==> src/rtl/hazard_forward_unit.sv <==
// hazard_forward_unit
// ID-stage hazard and forwarding controller for the 5-stage pipeline.
// Keeps a small shadow of the destination register, write enable and load
// flag of the instructions now in EX, MEM and WB. It uses that shadow to:
//   - steer the ID operand-forwarding muxes (RF / EX / MEM / WB),
//   - insert a one-cycle bubble on a load-use hazard (MUX_CU + PC/IF-ID hold),
//   - flush the IF/ID instruction when EX resolves a taken jump.
// Two saturating counters record stall cycles and jump flushes.

module hazard_forward_unit #(
    parameter int RW           = 5,
    parameter int CNT_W        = 16,
    parameter int LOAD_USE_STL = 1
) (
    input  logic             clk,
    input  logic             rst_n,
    input  logic [RW-1:0]    id_ra,
    input  logic [RW-1:0]    id_rb,
    input  logic             id_ra_use,
    input  logic             id_rb_use,
    input  logic [RW-1:0]    id_rd,
    input  logic             id_rf_le,
    input  logic             id_load,
    input  logic             jump_taken,
    output logic [1:0]       fw_a_sel,
    output logic [1:0]       fw_b_sel,
    output logic             cu_nop,
    output logic             pc_le,
    output logic             if_id_le,
    output logic             if_flush,
    output logic [CNT_W-1:0] stall_cnt,
    output logic [CNT_W-1:0] flush_cnt
);

    // Forwarding mux select encoding
    localparam logic [1:0] SEL_RF  = 2'b00;
    localparam logic [1:0] SEL_EX  = 2'b01;
    localparam logic [1:0] SEL_MEM = 2'b10;
    localparam logic [1:0] SEL_WB  = 2'b11;

    localparam logic [RW-1:0]    REG_ZERO = {RW{1'b0}};
    localparam logic [CNT_W-1:0] CNT_ONE  = {{(CNT_W-1){1'b0}}, 1'b1};
    localparam logic [CNT_W-1:0] CNT_MAX  = {CNT_W{1'b1}};

    typedef enum logic [0:0] {
        ST_RUN   = 1'b0,
        ST_STALL = 1'b1
    } state_t;

    // Tracking pipe. The load flag only matters while the instruction sits
    // in EX (a load in MEM or WB already has its data), so it is not carried
    // further down the shadow pipe.
    logic [RW-1:0] ex_rd_r;
    logic          ex_we_r;
    logic          ex_ld_r;
    logic [RW-1:0] mem_rd_r;
    logic          mem_we_r;
    logic [RW-1:0] wb_rd_r;
    logic          wb_we_r;

    state_t state_r;
    state_t state_next_s;

    logic             ldu_s;
    logic             cu_nop_s;
    logic             pc_le_s;
    logic             if_id_le_s;
    logic [1:0]       fw_a_sel_s;
    logic [1:0]       fw_b_sel_s;
    logic [CNT_W-1:0] stall_cnt_r;
    logic [CNT_W-1:0] flush_cnt_r;

    // Pick the youngest in-flight producer of a source register.
    // GR0 is hard-wired to zero, so it is never forwarded, and a source the
    // instruction does not read always takes the register-file path.
    function automatic logic [1:0] fw_select(
        input logic [RW-1:0] src,
        input logic          src_use,
        input logic [RW-1:0] ex_rd,
        input logic          ex_we,
        input logic [RW-1:0] mem_rd,
        input logic          mem_we,
        input logic [RW-1:0] wb_rd,
        input logic          wb_we
    );
        logic [1:0] sel;
        sel = SEL_RF;
        if (!src_use || (src == REG_ZERO)) begin
            sel = SEL_RF;
        end else if (ex_we && (ex_rd == src)) begin
            // A load in EX also lands here; that only happens while the
            // stall bubble is being inserted, when the operand is unused.
            sel = SEL_EX;
        end else if (mem_we && (mem_rd == src)) begin
            sel = SEL_MEM;
        end else if (wb_we && (wb_rd == src)) begin
            sel = SEL_WB;
        end else begin
            sel = SEL_RF;
        end
        return sel;
    endfunction

    // Operand forwarding selects, zero latency from the ID register indices
    always_comb begin
        fw_a_sel_s = fw_select(id_ra, id_ra_use, ex_rd_r, ex_we_r,
                               mem_rd_r, mem_we_r, wb_rd_r, wb_we_r);
        fw_b_sel_s = fw_select(id_rb, id_rb_use, ex_rd_r, ex_we_r,
                               mem_rd_r, mem_we_r, wb_rd_r, wb_we_r);
    end

    // Load-use detection: a load in EX writing a register the ID op reads
    always_comb begin
        ldu_s = 1'b0;
        if ((LOAD_USE_STL != 0) && ex_we_r && ex_ld_r && (ex_rd_r != REG_ZERO)) begin
            ldu_s = (id_ra_use && (id_ra == ex_rd_r)) ||
                    (id_rb_use && (id_rb == ex_rd_r));
        end else begin
            ldu_s = 1'b0;
        end
    end

    // Stall FSM next-state and pipeline control; a taken jump overrides a stall
    always_comb begin
        state_next_s = state_r;
        cu_nop_s     = 1'b0;
        pc_le_s      = 1'b1;
        if_id_le_s   = 1'b1;
        case (state_r)
            ST_RUN: begin
                if (ldu_s && !jump_taken) begin
                    state_next_s = ST_STALL;
                    cu_nop_s     = 1'b1;
                    pc_le_s      = 1'b0;
                    if_id_le_s   = 1'b0;
                end else begin
                    state_next_s = ST_RUN;
                end
            end
            ST_STALL: begin
                // The load has moved to MEM and now forwards via the MEM path.
                state_next_s = ST_RUN;
            end
            default: begin
                state_next_s = ST_RUN;
            end
        endcase
    end

    // Stall FSM state register
    always_ff @(posedge clk or negedge rst_n) begin
        if (!rst_n) begin
            state_r <= ST_RUN;
        end else begin
            state_r <= state_next_s;
        end
    end

    // Shadow pipe shift; EX takes a bubble whenever MUX_CU zeroes the controls
    always_ff @(posedge clk or negedge rst_n) begin
        if (!rst_n) begin
            ex_rd_r  <= REG_ZERO;
            ex_we_r  <= 1'b0;
            ex_ld_r  <= 1'b0;
            mem_rd_r <= REG_ZERO;
            mem_we_r <= 1'b0;
            wb_rd_r  <= REG_ZERO;
            wb_we_r  <= 1'b0;
        end else begin
            wb_rd_r  <= mem_rd_r;
            wb_we_r  <= mem_we_r;
            mem_rd_r <= ex_rd_r;
            mem_we_r <= ex_we_r;
            if (cu_nop_s) begin
                ex_rd_r <= REG_ZERO;
                ex_we_r <= 1'b0;
                ex_ld_r <= 1'b0;
            end else begin
                ex_rd_r <= id_rd;
                ex_we_r <= id_rf_le;
                ex_ld_r <= id_load;
            end
        end
    end

    // Saturating stall counter: one count per bubble-insertion cycle
    always_ff @(posedge clk or negedge rst_n) begin
        if (!rst_n) begin
            stall_cnt_r <= {CNT_W{1'b0}};
        end else if (cu_nop_s && (stall_cnt_r != CNT_MAX)) begin
            stall_cnt_r <= stall_cnt_r + CNT_ONE;
        end else begin
            stall_cnt_r <= stall_cnt_r;
        end
    end

    // Saturating flush counter: one count per taken-jump cycle
    always_ff @(posedge clk or negedge rst_n) begin
        if (!rst_n) begin
            flush_cnt_r <= {CNT_W{1'b0}};
        end else if (jump_taken && (flush_cnt_r != CNT_MAX)) begin
            flush_cnt_r <= flush_cnt_r + CNT_ONE;
        end else begin
            flush_cnt_r <= flush_cnt_r;
        end
    end

    // Forwarding and pipeline controls must be combinational to act in the
    // same cycle. The reset gating holds the documented idle values even
    // while jump_taken is driven during reset.
    assign fw_a_sel  = rst_n ? fw_a_sel_s : SEL_RF;
    assign fw_b_sel  = rst_n ? fw_b_sel_s : SEL_RF;
    assign cu_nop    = cu_nop_s & rst_n;
    assign pc_le     = pc_le_s | ~rst_n;
    assign if_id_le  = if_id_le_s | ~rst_n;
    assign if_flush  = jump_taken & rst_n;
    assign stall_cnt = stall_cnt_r;
    assign flush_cnt = flush_cnt_r;

endmodule

==> config.mk <==
export PLATFORM = sky130hd
export DESIGN_NAME = hazard_forward_unit
export DESIGN_NICKNAME = d
export VERILOG_FILES = /design/src/rtl/hazard_forward_unit.sv
export SDC_FILE = /design/constraint.sdc
export NUM_CORES = 1
export LEC_CHECK = 0
export ABC_AREA = 0
export ABC_CLOCK_PERIOD_IN_PS = 2200
export CORE_MARGIN = 5
export CORE_UTILIZATION = 50
export DETAILED_ROUTE_END_ITERATION = 12
export PLACE_DENSITY = 0.84
export SLEW_MARGIN = 20
export SYNTH_ARGS = -nofsm -noshare
export SYNTH_HDL_FRONTEND = slang
export SYNTH_SLANG_ARGS = --single-unit
==> constraint.sdc <==
create_clock -name clk -period 2.2 [get_ports clk]
set_input_delay 0.33 -clock clk [delete_from_list [all_inputs] [get_ports clk]]
set_output_delay 0.33 -clock clk [all_outputs]
set_load 0.01 [all_outputs]
# Yosys cells after proc, flatten, opt, wreduce, memory -nomap -nowiden

Index checks and enable logic that the tools add are counted.

Add/sub/neg operators: 2
Equality and inequality tests: 10
Multiplexer cells: 19
Bitwise logic cells: 5
Reductions and logical operators: 22

Operators with widths:

| kind                                           | number |
|---|---|
| equality test 5 bit                            | 8 |
| adder 16 x 1 -> 16 bit (second input constant) | 2 |
| != test 16 bit (second input constant)         | 2 |
| 2-to-1 mux 2 bit                               | 10 |
| logical AND 1 bit                              | 13 |
| logical NOT 5 bit                              | 2 |
| 2-to-1 mux 1 bit                               | 7 |
| 2-to-1 mux 5 bit                               | 1 |
| nonzero test 5 bit                             | 1 |
| logical NOT 1 bit                              | 3 |
| logical OR 1 bit                               | 3 |
| bitwise AND 1 bit                              | 2 |
| inverter 1 bit                                 | 2 |
| one-hot mux 1 bit (2 select lines)             | 1 |
| bitwise OR 1 bit                               | 1 |

Register bits after elaboration: 52
Input bits: 22
Output and inout bits: 40
Word-level logic and storage cells: 68

# Longest topological paths before layout

Gate-level depths: netlist of run 1.

Word-level depth: 8
Mapped depth: 7
Gate-level depth less buffers: 6

# Least setup slack after synthesis of run 1

No wires, ideal clock.

Kind: flip-flop to output port
Start point: reg ex_rd_r[1]
End point: out pc_le
Arrival time: 1.690 ns
Data required time: 1.870 ns
Setup slack: 0.180 ns
Stages on the path, launching flop included: 7
Buffers on the path: 1
Cells stage by stage: dfrtp_1 > or4_4 > o21ai_4 > nand2b_2 > inv_1 > nand2_1 > buf_4

Longest elaborated chain between the ends: 8
Elaborated cells on any way between the ends: 12
Classes of those cells: 2 x eq/ne; 3 x mux; 1 x bitwise; 6 x reduce/logical

Ends and longest elaborated chain:

| item                                          | RTL line | source |
|---|---|---|
| from (decl)                                   | 53       | `logic [RW-1:0] ex_rd_r;` |
| from (signal assigned)                        | 179      | `ex_rd_r <= id_rd;` |
| equality test 5 bit, on equally long branches | 116, 117 |  |
| logical AND 1 bit, on equally long branches   | 116, 117 |  |
| logical OR 1 bit                              | 116      | `ldu_s = (id_ra_use && (id_ra == ex_rd_r)) \|\|` |
| 2-to-1 mux 1 bit (*)                          | 115      | `if ((LOAD_USE_STL != 0) && ex_we_r && ex_ld_r && (ex_rd_r != REG_ZERO)) begin` |
| logical AND 1 bit (*)                         | 131      | `if (ldu_s && !jump_taken) begin` |
| 2-to-1 mux 1 bit (*) (2 in series)            | n/a      |  |
| bitwise OR 1 bit (*)                          | n/a      |  |
| to (decl)                                     | 28       | `output logic pc_le,` |

Mark *: on every way between the ends. The rest lies on a longest branch, timed or not.

# Final worst setup path of run 1

Start point: in id_ra[1]
End point: out fw_a_sel[1]

Longest elaborated chain between the ends: 7
Elaborated cells on any way between the ends: 13
Classes of those cells: 3 x eq/ne; 5 x mux; 5 x reduce/logical

Ends and longest elaborated chain:

| item                 | RTL line | source |
|---|---|---|
| from (decl)          | 17       | `input logic [RW-1:0] id_ra,` |
| equality test 5 bit  | 96       | `end else if (wb_we && (wb_rd == src)) begin` |
| logical AND 1 bit    | 96       |  |
| 2-to-1 mux 2 bit     | 96       |  |
| 2-to-1 mux 2 bit     | 94       | `end else if (mem_we && (mem_rd == src)) begin` |
| 2-to-1 mux 2 bit     | 90       | `end else if (ex_we && (ex_rd == src)) begin` |
| 2-to-1 mux 2 bit (*) | 88       | `if (!src_use \|\| (src == REG_ZERO)) begin` |
| 2-to-1 mux 2 bit (*) | 211      | `assign fw_a_sel = rst_n ? fw_a_sel_s : SEL_RF;` |
| to (decl)            | 25       | `output logic [1:0] fw_a_sel,` |

Marked as above.

==> results of run 1 <==
## per-layer routing
metal	routed length (um)	share of wire
met1	2720	0.43
met3	246	0.039
met2	3240	0.51
met4	140	0.022
met5	0	0
## cell type report
cell class,count,area share
Sequential cell,52,0.349
Timing Repair Buffer,92,0.218
Inverter,6,0.00605
Clock inverter,2,0.00403
Tap cell,70,0.0235
Clock buffer,6,0.0222
Multi-Input combinational cell,183,0.377
## critical path, cell delays in order
cell and delay (ps):
dlygate4sd2_1 330, or4_4 570, o211ai_1 270, buf_4 160, nor3b_1 40, buf_2 140
## cells in the final DEF (no fill, tap or decap), types with 3 or more instances in the layout
master            n
xnor2_1          28
nor4_1            4
xor2_1           21
nor2_1            9
inv_1             5
nand2_1          15
buf_4            30
and4_1            4
xnor2_2           6
buf_6             3
clkbuf_8          6
dlygate4sd2_1     9
nand3_1          17
nor3_1            9
clkdlybuf4s50_1  43
nor2b_1           3
dfrtp_1          52
nor3b_1           3
and3_1            6
and2_1            7
buf_2             5
a21oi_1           4
nand4_1          13
## cells in the mapped netlist, drive strengths merged
cell     count  share of area
nand4b       1         0.0033
o21ai        1         0.0061
o22ai        1         0.0075
a31oi        2         0.0047
dfrtp       52           0.49
nor3b        3         0.0085
and4bb       1         0.0047
nor4         6          0.020
nand2       17          0.027
nor3         9          0.017
nor2b        3         0.0071
and2         7          0.017
nand3       19          0.036
and4         4          0.013
xor2        21          0.069
o21bai       1         0.0028
o2111ai      1         0.0057
and3         6          0.014
nand4       13          0.031
or3          1         0.0024
nor2        11          0.018
xnor2       35           0.12
or4          4          0.013
a41oi        2         0.0066
nand2b       3         0.0080
inv          6         0.0085
o211ai       2         0.0057
mux2         3          0.014
a21oi        4         0.0075
ha           2         0.0094
buf          2         0.0071
## what timing repair did
item	in CTS	in global routing
endpoints found under the hold margin	0	0
setup endpoints to repair	7	7
setup buffers	6	7
pin swaps	7	8
gates resized for setup	43	13
## registers in the layout, indices dropped and copies added, names as in the netlist, 5 cells and up
| register | count |
|---|---|
| mem_rd_r | 5 |
| wb_rd_r | 5 |
| stall_cnt | 16 |
| ex_rd_r | 5 |
| flush_cnt | 16 |
## report_power, final
part	total (W)	internal, W	switching (W)	leakage (nW)
registers	0.00117	0.00105	0.000117	0.665
logic	0.000550	0.000312	0.000237	0.891
clock network	0.000562	0.000255	0.000308	0.0434
## logic make-up (layout without fill, tap and decap cells)
group / count (synthesis) / count (layout)
compound gates: 14 / 14
xor+xnor: 56 / 56
fa+ha+maj: 2 / 2
buf+inv: 8 / 106
flops: 52 / 52
mux: 3 / 3
simple gates: 108 / 108
## worst max-delay path by stage
stage                start           to  slack (ps)  cells after the start
5_1_grt        mem_rd_r[1]  fw_b_sel[1]         -70                      6
6_report          id_ra[1]  fw_a_sel[1]          40                      6
2_1_floorplan   ex_rd_r[1]        pc_le         180                      6
3_5_place_dp      id_rb[2]  fw_b_sel[1]        -570                      7
3_3_place_gp      id_ra[1]  fw_a_sel[1]        -460                      7
4_1_cts         ex_rd_r[4]        pc_le          -3                      7
## metrics by stage
step                 util  TNS [ps]  power (W)
CTS                 0.709     -3.12    0.00229
floorplan               -         0    0.00140
finish              0.725         0    0.00228
global placement    0.674     -2800    0.00170
detailed placement  0.674     -3370    0.00171
global route        0.725      -120    0.00240
==> impl_metrics.env, run 1 <==
export IMPL_ys_seq_area_frac=0.490
export IMPL_drt_iter0_drc=73
export IMPL_post_dp_cell_area_sq_um=3460
export IMPL_use_met2=0.329
export IMPL_dpl_worst_slack_ps=-572
export IMPL_numCtsBuffers=5
export IMPL_die_area_sq_um=6860
export IMPL_fin_area_sq_um=3720
export IMPL_r2r_setup_slack_ps=140
export IMPL_cts_root_buffer="clkbuf_8"
export IMPL_p_per_area_nw_per_um2=612
export IMPL_worst_pin_slew_ps=366
export IMPL_syn2layout_area_growth_pct=40.4
export IMPL_grt_met1_usage=0.228
export IMPL_viasPerCell=5.31
export IMPL_postSynthCellCount=243
export IMPL_nFillCells=403
export IMPL_timing_rr_start="ex_rd_r[4]"
export IMPL_cp_max_fo=4
export IMPL_syn_avg_cell_area_sq_um=10.9
export IMPL_cts_buffer_depth=2
export IMPL_post_route_period_util=0.984
export IMPL_hold_buffers=0
export IMPL_finalSetupViolCount=0
export IMPL_fmax_ghz=0.462
export IMPL_crit_type="in -> out"
export IMPL_synth_ff_latch_count=52
export IMPL_first_global_vias=2280
export IMPL_ant_nets=0
export IMPL_io_buffers=61
export IMPL_synth_cell_area_sq_um=2650
export IMPL_placedCellCount=390
export IMPL_r2r_end="stall_cnt[1]"
export IMPL_nets=364
export IMPL_hp_class="in -> async"
export IMPL_leakagePower_nw=1.60
export IMPL_skew_ps=3.82
export IMPL_initial_core_util=0.516
export IMPL_syn_num_nets=267
export IMPL_holdWs_ps=108
export IMPL_synth_area_mux_share=0.0141
export IMPL_grt_pass1_wl_um=10700
export IMPL_core_area_sq_um=5140
export IMPL_ir_worst_vdd_mv=0.478
export IMPL_grt_max_degree=29
export IMPL_critPathArrivalTime_ps=1830
export IMPL_track_usage=0.188
export IMPL_fp_dieW_um=82.9
export IMPL_dp_hpwl_um=4780
export IMPL_slew_limit_headroom=0.756
export IMPL_synthAdderAreaFrac=0.00943
export IMPL_fin_ws_ps=35.1
export IMPL_clock_latency_ps=300
export IMPL_dr_pass1_iters=4
export IMPL_n_antenna_cell=0
export IMPL_antenna_found_initial=0
export IMPL_ff_latch_area_sq_um=1300
export IMPL_reg2reg_depth=9
export IMPL_wl_um=6350
export IMPL_multiInputGateArea_sq_um=1410
export IMPL_drc_errors=0
export IMPL_hold_viol_final=0
export IMPL_h_tree_depth=2
export IMPL_drive_above_1_share=0.211
export IMPL_layoutNonFillerInstCount=411
export IMPL_min_period_ps=2160
export IMPL_routabilityCongestion=0.934
export IMPL_gr_total_overflow=0
export IMPL_die_height_um=82.9
export IMPL_cp_end_kind="primary output"
export IMPL_rows=26
export IMPL_top_usage_layer="met2"
export IMPL_maxCapViolCount=0
export IMPL_cts_tree="built"
export IMPL_status="finished clean"
export IMPL_synth_compound_area_frac=0.0467
export IMPL_use_met3=0.0436
export IMPL_grt_setup_unrepaired="yes"
export IMPL_slew_viol_final=0
export IMPL_yosys_area_share_xor_xnor=0.185
export IMPL_synth_simple_area_share=0.239
export IMPL_clk_pin_slew_worst_paths_ps=90
export IMPL_yosysWarnings=0
export IMPL_wl_per_cell_um=15.4
export IMPL_required_ps=1870
export IMPL_ys_types=39
export IMPL_synth_top_family_by_area="simple AND/OR/NAND/NOR gates"
export IMPL_vias=2181
export IMPL_critPathLaunchType="primary input"
export IMPL_ios=62
export IMPL_cts_sinks=52
Power figures use the tool's default switching activity.
==> inputs of run 2 (changes only) <==
- CTS_CLUSTER_SIZE: unset -> 14
- SLEW_MARGIN: 20 -> 10
==> results of run 2 <==
Final layout, timing and power as in run 1 (identical DEF).
